`config.mk`:
```
export PLATFORM = sky130hd
export DESIGN_NAME = sw_debounce
export DESIGN_NICKNAME = d
export VERILOG_FILES = /design/src/rtl/sw_debounce.sv
export SDC_FILE = /design/constraint.sdc
export NUM_CORES = 1
export LEC_CHECK = 0
export BUFFER_PORTS_ARGS = -buffer_cell sky130_fd_sc_hd__buf_2
export CAP_MARGIN = 10
export CELL_PAD_IN_SITES_DETAIL_PLACEMENT = 2
export CELL_PAD_IN_SITES_GLOBAL_PLACEMENT = 2
export CORE_ASPECT_RATIO = 1.4
export CORE_MARGIN = 3
export CORE_UTILIZATION = 37
export CTS_CLUSTER_DIAMETER = 50
export DETAILED_ROUTE_END_ITERATION = 6
export PLACE_DENSITY_LB_ADDON = 0.08
export SLEW_MARGIN = 15
export SYNTH_ARGS = -nofsm -noshare
export SYNTH_HDL_FRONTEND = slang
export SYNTH_SLANG_ARGS = --single-unit
```
`constraint.sdc`:
```
create_clock -name clock -period 3.76 [get_ports clock]
set_clock_uncertainty 0.05 [all_clocks]
set_input_delay 0.752 -clock clock [delete_from_list [all_inputs] [get_ports clock]]
set_output_delay 0.752 -clock clock [all_outputs]
set_load 0.02 [all_outputs]
```
`src/rtl/sw_debounce.sv`:
```
// Per-bit switch conditioner: 2-flop synchronizer, per-lane stability FSM, registered level and edge outputs.
// Optional sticky event register (i_ack / o_event) when SW_DEBOUNCE_STICKY_EN is defined.
module sw_debounce #(
    parameter int NB_SW           = 4,
    parameter int NB_DEBOUNCE     = 20,
    parameter int DEBOUNCE_CYCLES = 1000000
) (
    input  logic             clock,
    input  logic             i_reset,
    input  logic [NB_SW-1:0] i_sw,
`ifdef SW_DEBOUNCE_STICKY_EN
    input  logic             i_ack,
    output logic [NB_SW-1:0] o_event,
`endif
    output logic [NB_SW-1:0] o_sw,
    output logic [NB_SW-1:0] o_sw_rise,
    output logic [NB_SW-1:0] o_sw_fall,
    output logic             o_changed
);

    typedef enum logic {
        ST_STABLE  = 1'b0,
        ST_PENDING = 1'b1
    } lane_state_t;

    localparam logic [NB_DEBOUNCE-1:0] CNT_LAST = NB_DEBOUNCE'(DEBOUNCE_CYCLES - 1);

    logic [NB_SW-1:0]       sync1_q;
    logic [NB_SW-1:0]       sw_s_q;
    lane_state_t            state_q [NB_SW];
    lane_state_t            state_d [NB_SW];
    logic [NB_DEBOUNCE-1:0] cnt_q   [NB_SW];
    logic [NB_DEBOUNCE-1:0] cnt_d   [NB_SW];
    logic [NB_SW-1:0]       lvl_q;
    logic [NB_SW-1:0]       lvl_d;
    logic [NB_SW-1:0]       sw_q;
    logic [NB_SW-1:0]       rise_q;
    logic [NB_SW-1:0]       fall_q;
    logic                   changed_q;

    always_ff @(posedge clock or posedge i_reset) begin
        if (i_reset) begin
            sync1_q <= '0;
            sw_s_q  <= '0;
        end else begin
            sync1_q <= i_sw;
            sw_s_q  <= sync1_q;
        end
    end

    // Each lane compares the synchronized input against its accepted level lvl_q.
    always_comb begin
        lvl_d = lvl_q;
        for (int i = 0; i < NB_SW; i++) begin
            state_d[i] = state_q[i];
            cnt_d[i]   = '0;
            case (state_q[i])
                ST_STABLE: begin
                    if (sw_s_q[i] != lvl_q[i]) begin
                        state_d[i] = ST_PENDING;
                    end
                end
                ST_PENDING: begin
                    if (sw_s_q[i] == lvl_q[i]) begin
                        state_d[i] = ST_STABLE;
                    end else if (cnt_q[i] == CNT_LAST) begin
                        lvl_d[i]   = sw_s_q[i];
                        state_d[i] = ST_STABLE;
                    end else begin
                        cnt_d[i] = cnt_q[i] + 1'b1;
                    end
                end
                default: state_d[i] = ST_STABLE;
            endcase
        end
    end

    always_ff @(posedge clock or posedge i_reset) begin
        if (i_reset) begin
            for (int i = 0; i < NB_SW; i++) begin
                state_q[i] <= ST_STABLE;
                cnt_q[i]   <= '0;
            end
            lvl_q <= '0;
        end else begin
            for (int i = 0; i < NB_SW; i++) begin
                state_q[i] <= state_d[i];
                cnt_q[i]   <= cnt_d[i];
            end
            lvl_q <= lvl_d;
        end
    end

    // Outputs leave from flops one stage after the lane decision; edges come from lvl_q vs its delayed copy.
    always_ff @(posedge clock or posedge i_reset) begin
        if (i_reset) begin
            sw_q      <= '0;
            rise_q    <= '0;
            fall_q    <= '0;
            changed_q <= 1'b0;
        end else begin
            sw_q      <= lvl_q;
            rise_q    <= lvl_q & ~sw_q;
            fall_q    <= ~lvl_q & sw_q;
            changed_q <= |(lvl_q ^ sw_q);
        end
    end

    assign o_sw      = sw_q;
    assign o_sw_rise = rise_q;
    assign o_sw_fall = fall_q;
    assign o_changed = changed_q;

`ifdef SW_DEBOUNCE_STICKY_EN
    logic [NB_SW-1:0] event_q;

    // Set terms are OR-ed after the acknowledge clear so a coincident edge survives.
    always_ff @(posedge clock or posedge i_reset) begin
        if (i_reset) begin
            event_q <= '0;
        end else begin
            event_q <= (event_q & ~{NB_SW{i_ack}}) | rise_q | fall_q;
        end
    end

    assign o_event = event_q;
`endif

endmodule
```
### Yosys cells after proc, flatten, opt, wreduce, memory -nomap -nowiden

Cells that the tools add are included.

* flip-flop bits (word level): 109
* bits of input ports: 6
* output and inout port bits: 13
* word-level logic and storage cells: 80

* $add $sub $neg: 4
* eq/ne operators: 12
* mux-type cells: 28
* bitwise gates (word level): 13
* reductions and logical operators: 5

Operators by type and width (count)
* $mux W20: 12
* $add A20 B1 Y20 const B: 4
* $eq A20 B20 Y1 const B: 4
* $mux W1: 12
* $reduce_and A3 Y1: 4
* $and A4 B4 Y4: 2
* $not A1 Y1: 8
* $not A4 Y4: 2
* $pmux W1 S2: 4
* $eq A1 B1 Y1: 4
* $ne A1 B1 Y1: 4
* $reduce_or A4 Y1: 1
* $xor A4 B4 Y4: 1

### Logic depth before layout (Yosys ltp)

* depth in word-level cells: 4
* gate-level depth with buffers: 7
* mapped depth without buffers: 5

### Worst setup path before layout

Ideal clock, no wire load.

* path kind: reg2reg
* start: reg cnt_q[20] (netlist name)
* end: reg lvl_q[2]
* library setup time: 0.125 ns
* arrival: 1.869 ns
* required time: 3.585 ns
* setup slack: 1.717 ns
* cell stages (with the launch flop): 7
* path buffers: 1
* period minus slack after synthesis: 2.043 ns
* cells stage by stage: dfrtp_1 > ha_1 > clkbuf_1 > inv_1 > or4_1 > nor3_1 > mux2_2

* longest elaborated chain between the ends: 2

RTL lines
* start, declared: RTL line 32 `logic [NB_DEBOUNCE-1:0] cnt_q [NB_SW];`
* start signal, assigned by index: RTL line 88 `cnt_q[i] <= cnt_d[i];`
* $eq A20 B20 Y1: RTL line 66 `end else if (cnt_q[i] == CNT_LAST) begin`
* $reduce_and A3 Y1 (no line)
* end signal, assigned: RTL line 90 `lvl_q <= lvl_d;`
* end, declared: RTL line 34 `logic [NB_SW-1:0] lvl_q;`

No other way between the ends.
A chain may end at the register's enable or synchronous reset.

==> flow_summary.json <==
{
  "startpoint": "cnt_q[40]$_DFF_PP0_",
  "power_leakage_nw": 2.290,
  "achievable-frequency_ghz": 0.4410,
  "placed_instance_area_um2": 5353,
  "synthesized_netlist_net_count": 513,
  "crit_path_end_kind": "flop",
  "hold_crit_depth": 0,
  "post_synth_instance_area_um2": 5055,
  "p_int_mw": 1.730,
  "synth-async-reset-ratio_pct": 100.0,
  "count_of_buffers_added_by_post_cts_timing_repair_for_setup": 0,
  "layout.area.seq_um2": 2728,
  "place.detailed.instances": 679,
  "globalplace.congestion": 0.7367,
  "initial_utilization_pct": 38.53,
  "drt-wirelength-per-cell_um": 16.50,
  "status": "complete, no violations",
  "grt_max_degree": 60,
  "synth_enable_flop_cells": 0,
  "cts_root_buf": "clkbuf_16",
  "postSynthRegisterBits": 109,
  "drt_iter0_markers": 84,
  "postLayoutCellArea_um2": 5653,
  "switchingPower_mw": 0.4876,
  "critPathMaxFanout": 10,
  "worst_max_slew_pin_slew_ns": 0.7783,
  "worstReg2RegEnd": "cnt_q[59]$_DFF_PP0_",
  "antenna-diode-count": 0,
  "r2r_slack_ns": 1.49,
  "antenna_found_initial": 0,
  "max-vdd-ir-drop_v": 0.0001733,
  "routed-via-count": 3677,
  "sequentialPowerShare_pct": 53.7,
  "fraction_of_final_layout_cells_sized_beyond_drive_strength_1_pct": 9.865,
  "final.period_utilization_pct": 60.31,
  "hold_path_class": "flop to flop",
  "post-dp-hpwl_um": 8177,
  "timing.hold.ws_ns": 0.3066,
  "finalWorstPathRequiredPeriod_ns": 2.267,
  "timing.final.hold_violations": 0,
  "final-max-slew-violation-count": 0,
  "mean_instance_size_in_the_synthesized_netlist_um2": 10.21,
  "hold_buffers": 0,
  "post_cts.resized_instances": 0,
  "floorplan.die.width_um": 104.8,
  "ys_seq_area_share_pct": 53.96,
  "core_area_um2": 13120,
  "dieArea_um2": 15120,
  "avgViaCountPerCell": 5.291,
  "cts_sinks": 109,
  "groute.usage.overall_pct": 16.78,
  "timing.max_slew.rel_slack_pct": 47.77,
  "start_kind": "flop",
  "worstSkewPairLatency_ns": 0.35,
  "rsz0062_at_grt": "false",
  "timing.setup.critical_path_class": "flop to flop",
  "io-pin-count": 19,
  "cts-root-to-sink-buffers": 2,
  "grt_pass1_vias": 4106,
  "p_total_mw": 2.217,
  "setup_total_negative_slack_ns": 0,
  "swShare_pct": 21.99,
  "power_frac_clock_pct": 43.7,
  "clock_pin_slew_reported_for_the_worst_setup_and_hold_paths_after_clock_tree_synthesis_ns": 0.07,
  "finalNonFillerCells": 695,
  "startpoint_of_the_tightest_hold_check_path": "sync1_q[1]$_DFF_PP0_",
  "drtPass1Iterations": 4,
  "number_of_inserted_filler_cells_in_the_final_layout": 1462,
  "globalRouteOverflowTotal": 0,
  "distinct_cell_type_count_after_synthesis": 36,
  "drc": 0,
  "nets": 530,
  "regToRegStartpoint": "cnt_q[40]$_DFF_PP0_",
  "detail-route-antenna-nets": 0,
  "report.final.setup_viol": 0,
  "count_of_h_tree_levels_built_during_cts": 3,
  "totalWireLength_um": 11470,
  "holdPathEnd": "sw_s_q[1]$_DFF_PP0_",
  "share_comb_of_total_power_pct": 2.6,
  "std_cell_rows": 49,
  "number_of_cells_produced_by_synthesis": 495,
  "tritoncts": "done",
  "critPathRequiredTime_ns": 3.94,
  "maxCapViolCount": 0,
  "synth-main-ff-cell": "dfrtp_1",
  "area_growth_pct": 11.83,
  "die_height_um": 144.3,
  "cts_made_buffers": 9,
  "critPathArrivalTime_ns": 2.44,
  "grt_pass1_wl_um": 20490,
  "ys.warnings.count": 0,
  "portBuffers": 18,
  "power_density_nw_per_um2": 392.2,
  "multiInputGateArea_um2": 2162,
  "timing.reg2reg.worst_path_depth": 6
}
## worst max-delay path, stage by stage (launching register included)
cell,delay [ns]
dfrtp_1,0.41
ha_1,0.25
and4_1,0.27
nand4_1,0.16
o21ai_1,0.65
buf_4,0.30
a21oi_1,0.05
## how the worst max path moves through the flow
| stage | to | slack [ns] |
|---|---|---|
| after global routing | cnt_q[55]$_DFF_PP0_ | 1.18 |
| after detailed placement | cnt_q[54]$_DFF_PP0_ | 1.44 |
| after global placement | cnt_q[51]$_DFF_PP0_ | 1.53 |
| final | cnt_q[59]$_DFF_PP0_ | 1.49 |
| after CTS | cnt_q[54]$_DFF_PP0_ | 1.40 |
| after floorplan | cnt_q[0]$_DFF_PP0_ | 0.08 |
## cell type report
type | instances | share of cell area, %
Multi-Input combinational cell | 343 | 38.25
Clock inverter | 6 | 1.085
Inverter | 26 | 1.771
Timing Repair Buffer | 23 | 2.479
Tap cell | 178 | 3.940
Clock buffer | 10 | 4.228
Sequential cell | 109 | 48.25
## placed cells by master, fill, tap and decap left out, drive strengths merged, types with 6 or more instances in the layout
master / count
nand3: 22
ha: 12
dfrtp: 109
nor4: 13
nor2: 69
nand2: 29
xor2: 28
a21oi: 19
and4: 7
o31ai: 6
xnor2: 29
buf: 23
inv: 27
nor3: 13
clkbuf: 10
nand4: 30
o21ai: 11
and3: 6
or3: 14
or4: 9
nor4b: 7
## registers in the layout, summed over array words and instances, names as in the netlist
register   flops
cnt_q         80
lvl_q          4
o_changed      1
o_sw           4
o_sw_fall      4
o_sw_rise      4
state_q        4
sw_s_q         4
sync1_q        4
## logic make-up after synthesis
| logic type | count (synthesis) | synth area share (%) |
|---|---|---|
| AND/OR/NAND/NOR | 225 | 23.71 |
| flip-flops | 109 | 53.96 |
| XOR/XNOR | 57 | 9.876 |
| AO/OA/AOI/OAI | 45 | 5.322 |
| buffers and inverters | 43 | 3.267 |
| adder cells (fa/ha/maj) | 12 | 2.970 |
| multiplexers | 4 | 0.8910 |
## per-stage QoR
stage | setup slack (ns) | utilization, %
floorplan | 0.08405 | -
global placement | 1.527 | 40.80
detailed placement | 1.442 | 40.80
CTS | 1.402 | 43.09
global route | 1.182 | 43.09
finish | 1.493 | 43.09
## cell usage after synthesis (8+ instances only)
library cell	number	area [um2]
or3_1	11	68.82
nor3_1	13	65.06
nand4_1	29	181.4
ha_1	12	150.1
nor2_1	69	259.0
nand2_1	29	108.9
a21oi_1	19	95.09
xnor2_1	29	254.0
or4_1	8	60.06
inv_1	26	97.59
dfrtp_1	109	2728
o21ai_0	10	50.05
nand3_1	22	110.1
xor2_1	28	245.2
clkbuf_1	14	52.55
nor4_1	13	81.33
## power groups by stage
stage	Clock [mW]	Sequential (mW)	Combinational, mW
floorplan	0	1.21	0.0397
global placement	0	1.21	0.0607
detailed placement	0	1.21	0.0622
CTS	1.01	1.19	0.0626
global route	1.06	1.19	0.0701
finish	0.969	1.19	0.0586
## metal layers
metal / global-route usage [%] / vias up / wire, um
met2: 29.25 / 28 / 5823
met1: 20.84 / 1868 / 5202
met3: 2.858 / 12 / 230
met5: 0 / - / 0
li1: - / 1769 / -
met4: 6.634 / 0 / 208
No activity file was read; power rests on OpenSTA's default activity.
